### config.mk
export PLATFORM = sky130hd
export DESIGN_NAME = imem_loader_flat
export DESIGN_NICKNAME = d
export VERILOG_FILES = /design/src/rtl/imem_loader_pkg.sv /design/src/rtl/imem_loader_if.sv /design/src/rtl/imem_loader_byte_word_packer.sv /design/src/rtl/imem_loader.sv /design/src/flat_wrapper.sv
export SDC_FILE = /design/constraint.sdc
export NUM_CORES = 1
export LEC_CHECK = 0
export CORE_MARGIN = 3
export CORE_UTILIZATION = 25
export DETAILED_ROUTE_END_ITERATION = 12
export DONT_BUFFER_PORTS = 1
export GPL_ROUTABILITY_DRIVEN = 0
export MAX_ROUTING_LAYER = met4
export PLACE_DENSITY = 0.5
export SYNTH_ARGS = -nofsm -noshare
export SYNTH_HDL_FRONTEND = slang
export SYNTH_SLANG_ARGS = --single-unit
export TNS_END_PERCENT = 10
### constraint.sdc
create_clock -name clk -period 2.55 [get_ports clk]
set_input_delay 0.51 -clock clk [delete_from_list [all_inputs] [get_ports clk]]
set_output_delay 0.51 -clock clk [all_outputs]
set_load 0.02 [all_outputs]
### src/rtl/imem_loader_pkg.sv
// Shared types and constants for the instruction-memory boot loader.
// Optional build macro: LOADER_CHECKSUM_EN (adds a trailing XOR checksum byte).
package imem_loader_pkg;

    localparam int unsigned WORD_W  = 32;
    localparam int unsigned HDR_LEN = 2;

    // StCsum is only reachable when LOADER_CHECKSUM_EN is defined.
    typedef enum logic [2:0] {
        StIdle,
        StHdr0,
        StHdr1,
        StData,
        StCsum,
        StDone,
        StErr
    } state_e;

endpackage

### src/rtl/imem_loader_if.sv
// Byte-stream input and instruction-memory write port of the boot loader.
// master = environment side (byte source, memory sink), slave = loader side.
interface imem_loader_if
    import imem_loader_pkg::*;
#(
    parameter int unsigned ADDR_W = 6
);

    logic              in_valid;
    logic [7:0]        in_data;
    logic              in_ready;
    logic              imem_we;
    logic [ADDR_W-1:0] imem_addr;
    logic [WORD_W-1:0] imem_wdata;

    modport master (
        output in_valid,
        output in_data,
        input  in_ready,
        input  imem_we,
        input  imem_addr,
        input  imem_wdata
    );

    modport slave (
        input  in_valid,
        input  in_data,
        output in_ready,
        output imem_we,
        output imem_addr,
        output imem_wdata
    );

endinterface

### src/rtl/imem_loader_byte_word_packer.sv
// Assembles little-endian 32-bit words from bytes placed at a 2-bit index.
module byte_word_packer
    import imem_loader_pkg::*;
(
    input  logic              clk,
    input  logic              rst,
    input  logic              clear,
    input  logic              en,
    input  logic [1:0]        idx,
    input  logic [7:0]        din,
    output logic [WORD_W-1:0] word,
    output logic              last
);

    logic [WORD_W-1:0] word_q;

    // Current word with the incoming byte merged, so the 4th byte is visible immediately.
    always_comb begin
        word = word_q;
        if (en) begin
            word[{idx, 3'b000} +: 8] = din;
        end
        last = en && (idx == 2'd3);
    end

    // Hold the partially assembled word between handshakes.
    always_ff @(posedge clk) begin
        if (rst || clear) begin
            word_q <= '0;
        end else if (en) begin
            word_q <= word;
        end
    end

endmodule

### src/rtl/imem_loader.sv
// Boot-time instruction-memory loader: header (16-bit LE word count), then
// LE data words written sequentially; holds the CPU in reset until DONE.
// Optional build macro: LOADER_CHECKSUM_EN (XOR checksum byte after the data).
module imem_loader
    import imem_loader_pkg::*;
#(
    parameter int unsigned ADDR_W = 6
) (
    input  logic         clk,
    input  logic         rst,
    input  logic         start,
    imem_loader_if.slave bus,
    output logic         cpu_rst,
    output logic         busy,
    output logic         done,
    output logic         err
);

    localparam int unsigned MAX_WORDS = 1 << ADDR_W;

    state_e            state;
    logic [1:0]        byte_idx;
    logic [7:0]        hdr_lo;
    logic [ADDR_W:0]   word_cnt;
    logic [ADDR_W:0]   words_done;
    logic [ADDR_W:0]   words_next;
    logic              we_r;
    logic [ADDR_W-1:0] addr_r;
    logic [WORD_W-1:0] wdata_r;
`ifdef LOADER_CHECKSUM_EN
    logic [7:0]        csum;
`endif

    logic              hs;
    logic              can_start;
    logic              pk_en;
    logic              pk_last;
    logic [WORD_W-1:0] pk_word;
    logic [15:0]       hdr_n;
    logic              hdr_bad;

    assign busy      = state inside {StHdr0, StHdr1, StData, StCsum};
    assign done      = (state == StDone);
    assign err       = (state == StErr);
    assign cpu_rst   = (state != StDone);

    assign bus.in_ready   = busy;
    assign bus.imem_we    = we_r;
    assign bus.imem_addr  = addr_r;
    assign bus.imem_wdata = wdata_r;

    assign hs         = bus.in_valid && bus.in_ready;
    assign can_start  = start && (state inside {StIdle, StDone, StErr});
    assign pk_en      = hs && (state == StData);
    assign words_next = words_done + 1'b1;
    // Full 16-bit range check so large counts cannot alias into range.
    assign hdr_n      = {bus.in_data, hdr_lo};
    assign hdr_bad    = (hdr_n == 16'd0) || ({1'b0, hdr_n} > 17'(MAX_WORDS));

    byte_word_packer u_packer (
        .clk   (clk),
        .rst   (rst),
        .clear (can_start),
        .en    (pk_en),
        .idx   (byte_idx),
        .din   (bus.in_data),
        .word  (pk_word),
        .last  (pk_last)
    );

    // Load sequencer: header parse, word counting, write strobe and address stepping.
    always_ff @(posedge clk) begin
        if (rst) begin
            state      <= StIdle;
            byte_idx   <= 2'd0;
            hdr_lo     <= 8'd0;
            word_cnt   <= '0;
            words_done <= '0;
            we_r       <= 1'b0;
            addr_r     <= '0;
            wdata_r    <= '0;
`ifdef LOADER_CHECKSUM_EN
            csum       <= 8'd0;
`endif
        end else begin
            we_r <= 1'b0;
            // Address advances after each strobe so it is stable during the strobe.
            if (we_r) begin
                addr_r <= addr_r + 1'b1;
            end
            unique case (state)
                StIdle, StDone, StErr: begin
                    if (can_start) begin
                        state      <= StHdr0;
                        byte_idx   <= 2'd0;
                        word_cnt   <= '0;
                        words_done <= '0;
                        addr_r     <= '0;
`ifdef LOADER_CHECKSUM_EN
                        csum       <= 8'd0;
`endif
                    end
                end
                StHdr0: begin
                    if (hs) begin
                        hdr_lo <= bus.in_data;
                        state  <= StHdr1;
                    end
                end
                StHdr1: begin
                    if (hs) begin
                        if (hdr_bad) begin
                            state <= StErr;
                        end else begin
                            word_cnt <= hdr_n[ADDR_W:0];
                            state    <= StData;
                        end
                    end
                end
                StData: begin
                    if (hs) begin
                        byte_idx <= byte_idx + 2'd1;
`ifdef LOADER_CHECKSUM_EN
                        csum     <= csum ^ bus.in_data;
`endif
                        if (pk_last) begin
                            we_r       <= 1'b1;
                            wdata_r    <= pk_word;
                            words_done <= words_next;
                            if (words_next == word_cnt) begin
`ifdef LOADER_CHECKSUM_EN
                                state <= StCsum;
`else
                                state <= StDone;
`endif
                            end
                        end
                    end
                end
`ifdef LOADER_CHECKSUM_EN
                StCsum: begin
                    if (hs) begin
                        state <= (bus.in_data == csum) ? StDone : StErr;
                    end
                end
`endif
                default: state <= StIdle;
            endcase
        end
    end

endmodule

### src/flat_wrapper.sv
// flat-port wrapper written by rule: the top's interface ports become plain ports
module imem_loader_flat import imem_loader_pkg::*;
#(
    parameter int unsigned ADDR_W = 6
)
  (clk, rst, start, cpu_rst, busy, done, err, bus_in_valid, bus_in_data, bus_in_ready, bus_imem_we, bus_imem_addr, bus_imem_wdata);
  imem_loader_if #(.ADDR_W(ADDR_W)) bus_i ();
  input  logic clk;
  input  logic rst;
  input  logic start;
  output logic cpu_rst;
  output logic busy;
  output logic done;
  output logic err;
  input wire logic [$bits(bus_i.in_valid)-1:0] bus_in_valid;
  input wire logic [$bits(bus_i.in_data)-1:0] bus_in_data;
  output wire logic [$bits(bus_i.in_ready)-1:0] bus_in_ready;
  output wire logic [$bits(bus_i.imem_we)-1:0] bus_imem_we;
  output wire logic [$bits(bus_i.imem_addr)-1:0] bus_imem_addr;
  output wire logic [$bits(bus_i.imem_wdata)-1:0] bus_imem_wdata;
  assign bus_i.in_valid = bus_in_valid;
  assign bus_i.in_data = bus_in_data;
  assign bus_in_ready = bus_i.in_ready;
  assign bus_imem_we = bus_i.imem_we;
  assign bus_imem_addr = bus_i.imem_addr;
  assign bus_imem_wdata = bus_i.imem_wdata;
  imem_loader #(.ADDR_W(ADDR_W)) u_core (.clk(clk), .rst(rst), .start(start), .bus(bus_i), .cpu_rst(cpu_rst), .busy(busy), .done(done), .err(err));
endmodule
**After elaboration in Yosys (flattened, before gate mapping)**

Index checks and enable logic that the tools add are counted.

- Bits in latches: 0
- RAM bits: 0
- Word-level logic and storage cells: 78
- ROM bits: 0
- Register bits after elaboration: 98
- Memories: 0

- Shift operators: 2
- Reductions and logical operators: 20
- Magnitude comparators: 1
- Bitwise gates (word level): 2
- Multipliers: 0
- Mux-type cells: 24
- Add/sub/neg operators: 4
- Div/mod/pow operators: 0
- Eq/ne operators: 16

Operator list:

| operator | number |
|---|---|
| 7-bit two-way mux | 5 |
| 32-bit bitwise mux | 1 |
| 32-bit two-way mux | 1 |
| 8-bit by 7-bit variable shift with 32-bit output (first input constant) | 1 |
| 8-bit by 7-bit indexed part select with 32-bit output | 1 |
| 7-bit one-hot mux with 2 select lines | 2 |
| 3-bit two-way mux | 7 |
| 6-bit two-way mux | 3 |
| 16-bit by 7-bit greater-than comparator with 1-bit output (second input constant) | 1 |
| 16-bit zero test | 1 |
| 3-bit one-hot mux with 4 select lines | 1 |
| 3-bit == test (second input constant) | 3 |
| 2-bit by 1-bit != test with 1-bit output (second input constant) | 4 |
| 4-bit AND reduction | 2 |
| 7-bit by 1-bit adder with 7-bit output (second input constant) | 1 |
| 7-bit == test | 1 |
| 5-bit negator with 7-bit output | 1 |
| 6-bit by 1-bit adder with 6-bit output (second input constant) | 1 |
| 3-bit by 2-bit == test with 1-bit output (second input constant) | 2 |
| 2-bit != test (second input constant) | 3 |
| 3-bit AND reduction | 2 |
| 6-bit AND reduction | 1 |
| 3-bit OR reduction | 2 |
| 1-bit logical AND | 4 |
| other kinds (14) | 18 |

**Logic depth before layout (Yosys ltp)**

- Depth in word-level cells: 8
- Depth in mapped cells: 8

**Modules after synthesis**

From an unflattened synthesis, not the netlist that was laid out.

- Cell total of the unflattened synthesis: 488
- Area, all modules: 4334.2 um^2

Modules (own cells, without submodules):

| module | times used | area an instance (um^2) | cells each | seq. area each (um^2) |
|---|---|---|---|---|
| imem_loader | 1 | 2835.2 | 326 | 1321.3 |
| byte_word_packer | 1 | 1498.9 | 162 | 640.6 |

**Least setup slack after synthesis**

No wires, ideal clock.

- Path type: register -> output
- Start: reg u_core.state[0]
- End: out busy
- Stages on the path, launching flop included: 5
- Data arrival time: 1.385 ns
- Path slack: 0.655 ns
- Path through: dfxtp_1 clkbuf_1 nor2_1 xnor2_1 buf_4

- Word-level cells in the longest chain between the ends: 2

Ends and longest elaborated chain:

| element | line | text |
|---|---|---|
| from (decl) | imem_loader.sv:21 | `state_e state;` |
| from (signal assigned) | imem_loader.sv:74 | `state <= StIdle;` |
| from (signal assigned) | imem_loader.sv:94 | `state <= StHdr0;` |
| from (signal assigned) | imem_loader.sv:107 | `state <= StHdr1;` |
| 3-bit by 1-bit == test with 1-bit output, or another cell as far along | imem_loader.sv:42 | `assign busy = state inside {StHdr0, StHdr1, StData, StCsum};` |
| 4-bit nonzero test (*) | imem_loader.sv:42 |  |
| to (decl) | flat_wrapper.sv:12 | `output logic busy;` |

Every way passes the cells marked *; elsewhere a longest branch is shown, timed or not.

**Worst setup path in the final report**

- Start: reg u_core.byte_idx[0]
- End: reg u_core.wdata_r[17] (netlist: u_core.bus.imem_wdata[17])

- Word-level cells in the longest chain between the ends: 4

Ends and longest elaborated chain:

| element | line | text |
|---|---|---|
| from (decl) | imem_loader.sv:22 | `logic [1:0] byte_idx;` |
| from (signal assigned) | imem_loader.sv:122 | `byte_idx <= byte_idx + 2'd1;` |
| 5-bit negator with 7-bit output | imem_loader_byte_word_packer.sv:21 | `word[{idx, 3'b000} +: 8] = din;` |
| 8-bit by 7-bit indexed part select with 32-bit output or 8-bit by 7-bit variable shift with 32-bit output (tied branches) | imem_loader_byte_word_packer.sv:21 |  |
| 32-bit bitwise mux | imem_loader_byte_word_packer.sv:21 |  |
| 32-bit two-way mux | imem_loader_byte_word_packer.sv:20 | `if (en) begin` |
| to (signal assigned) | imem_loader.sv:128 | `wdata_r <= pk_word;` |
| to (decl) | imem_loader.sv:29 | `logic [WORD_W-1:0] wdata_r;` |

Several ways; a longest one is shown, not always the timed one.
A chain may end at the register's enable or synchronous reset.

==> flow_summary.json <==
{
  "critPathTopFamily": "simple AND/OR/NAND/NOR gates",
  "fp.dieH_um": 130,
  "cts_root_buffer": "clkbuf_16",
  "setup_viol": 0,
  "post_drt_wl_per_cell_um": 14.4,
  "p_seq_frac": 0.504,
  "grt.overflow.total": 0,
  "synth.net_count": 480,
  "critPathCaptureType": "register",
  "cts_buffers": 9,
  "status": "finished clean",
  "cts_resized": 0,
  "critPathKind": "register to register",
  "finalSetupTns_ns": 0,
  "grt_pass1_vias": 2857,
  "min_period_ns": 2.22,
  "hold_buffers": 0,
  "min_period_over_period": 0.870,
  "swShare": 0.227,
  "num_rows": 44,
  "vdd_ir_drop_max_v": 0.000371,
  "holdCritPathClass": "input port to register",
  "fin_hold_ws_ns": 0.252,
  "max_cap_viol_count": 0,
  "synth_top_area_cell": "dfxtp_1",
  "die_w_um": 130,
  "syn_inst": 461,
  "ys_async_sr_fraction": 0,
  "worst_path_max_delay_cell": "nor3b_2",
  "clock_latency_ns": 0.33,
  "utilization": 0.288,
  "cts_max_path_buffers": 2,
  "internal_power_uw": 2200,
  "nets": 470,
  "vias_per_cell": 4.77,
  "cts_tree": "done",
  "hpwl_um": 6430,
  "synth_flop_cell": "dfxtp_1",
  "synth.distinct_cells": 42,
  "fillers": 1557,
  "initial_core_util": 0.260,
  "antenna_found_initial": 0,
  "global_route.usage.total": 0.115,
  "power_density_mw_per_mm2": 668,
  "p_comb_frac": 0.068,
  "synthTopCellsByArea": "dfxtp_1 (47%), nor2_1 (9.5%), a21oi_1 (6.7%)",
  "port_buffers": 0,
  "wl_um": 9190,
  "dieArea_mm2": 0.0168,
  "grt_max_degree": 63,
  "crit_fanout": 8,
  "synth_top_area_share": 0.470,
  "crit_buf_inv": 1,
  "clk_pin_slew_worst_paths_ns": 0.06,
  "worst_clock_skew_ns": 0.00392,
  "place_ws_ns": 0.350,
  "vias": 3049,
  "drc_errors": 0,
  "critPathLaunchType": "register",
  "post_cts_buffers": 0,
  "slew_headroom": 0.647,
  "syn-cell-area_mm2": 0.00383,
  "switching_power_uw": 645,
  "first_iter_violations": 137,
  "synth-seq-cells": 90,
  "crit_chain": "inv_1 > ha_1 > nor3b_2 > nand2_1 > nor2_1 > a21oi_1 > a211oi_1",
  "io_pins": 56,
  "ys_warn_count": 0,
  "cp.arrival_ns": 2.47,
  "slowest_delay_ns": 0.49,
  "clkPwrFrac": 0.428,
  "rsz0062_at_grt": "false",
  "fmax_mhz": 451,
  "maxSlewViolCount": 0,
  "syn_area_per_cell_um2": 8.31,
  "grt_pass1_wl_um": 14900,
  "finalWorstSetupSlack_ns": 0.331,
  "n_antenna_cell": 0,
  "synth_edf_count": 0,
  "drt-pass1-iter-count": 6,
  "syn2layout_area_growth_pct": 11.0,
  "worstPathRequired_ns": 2.80,
  "finalHoldViolCount": 0,
  "numClockSinks": 90,
  "htreeDepth": 3,
  "total_power_uw": 2840,
  "seq_area_frac_synth": 0.470,
  "p_leak_uw": 0.00142,
  "coreArea_mm2": 0.0148,
  "tightest_slew_ns": 0.525,
  "antenna_left": 0,
  "drive_above_1_share": 0.0681
}
synth_stat cells (2+ instances only):
cell and number:
nor3b_2 2, and3_1 4, o32a_1 2, mux2i_1 9
nor4_1 3, nand4_1 3, nor3_1 5, buf_2 14
clkbuf_1 11, nand2b_1 4, inv_1 5, dfxtp_1 90
nor2_1 97, xnor2_1 9, and3b_1 2, nor4_2 2
buf_4 3, ha_1 7, nand3b_1 9, or3_1 3
a21oi_1 51, a211oi_1 24, o21ai_0 5, nand2_1 61
nor2b_1 5, xor2_1 7, nand3_1 9
power by group through the flow:
| stage | registers (uW) | logic (uW) | clock network, uW |
|---|---|---|---|
| 6_report | 1430 | 194 | 1220 |
| 5_1_grt | 1430 | 215 | 1290 |
| 4_1_cts | 1430 | 194 | 1240 |
| 3_5_place_dp | 1460 | 193 | 0 |
| 3_3_place_gp | 1460 | 191 | 0 |
| 2_1_floorplan | 1460 | 171 | 0 |
layout make-up:
| class | count | area, um^2 | area share |
|---|---|---|---|
| multi-input cells | 336 | 1860 | 0.438 |
| flip-flops and latches | 90 | 1800 | 0.424 |
| clock buffers | 12 | 256 | 0.0603 |
| well taps | 184 | 230 | 0.0541 |
| repair buffers | 9 | 67.6 | 0.0159 |
| inverters | 5 | 18.8 | 0.00441 |
| clock inverters | 3 | 15.0 | 0.00353 |
registers in the layout, indices dropped and copies added, names as in the netlist:
register                flops
u_core.bus.imem_addr        6
u_core.bus.imem_wdata      32
u_core.bus.imem_we          1
u_core.byte_idx             2
u_core.hdr_lo               8
u_core.state                3
u_core.u_packer.word_q     24
u_core.word_cnt             7
u_core.words_done           7
kinds of logic after synthesis:
family                   synth area share
AO/OA/AOI/OAI                       0.144
XOR/XNOR                           0.0366
adder cells (fa/ha/maj)            0.0229
buffers and inverters              0.0438
flip-flops                          0.470
multiplexers                       0.0265
AND/OR/NAND/NOR                     0.256
through the flow:
stage                     area (um^2)  cells
final                            4250    639
after global routing             4250    639
after CTS                        4250    639
after detailed placement         3980    624
after global placement           3980    624
after floorplan                  3830    461
placed cells by master (no fill, tap or decap), types with 7 or more instances in the layout:
cell type and instances:
xnor2_1 9, nor2_1 97, xor2_1 7, dfxtp_1 90, buf_4 9, mux2i_1 9
nand3_1 9, a21oi_1 51, nand2_1 61, a211oi_1 24, ha_1 7, nand3b_1 9
clkbuf_16 9
final timing paths:
kind	from	to	depth (start not counted)	slack [ns]
setup / recovery	u_core.byte_idx[0]	u_core.bus.imem_wdata[17]	7	0.33
hold / removal	rst	u_core.bus.imem_wdata[10]	1	0.25
setup reg to reg	u_core.byte_idx[0]	u_core.bus.imem_wdata[17]	7	0.33
hold reg to reg	u_core.u_packer.word_q[1]	u_core.u_packer.word_q[1]	2	0.48
layer usage:
| layer | vias up | global-route usage | share of wire |
|---|---|---|---|
| met5 | - | - | 0 |
| met1 | 1428 | 0.151 | 0.47 |
| li1 | 1545 | - | - |
| met3 | 9 | 0.0319 | 0.065 |
| met2 | 67 | 0.167 | 0.44 |
| met4 | 0 | 0.0446 | 0.017 |
(Power assumes the default switching activity.)
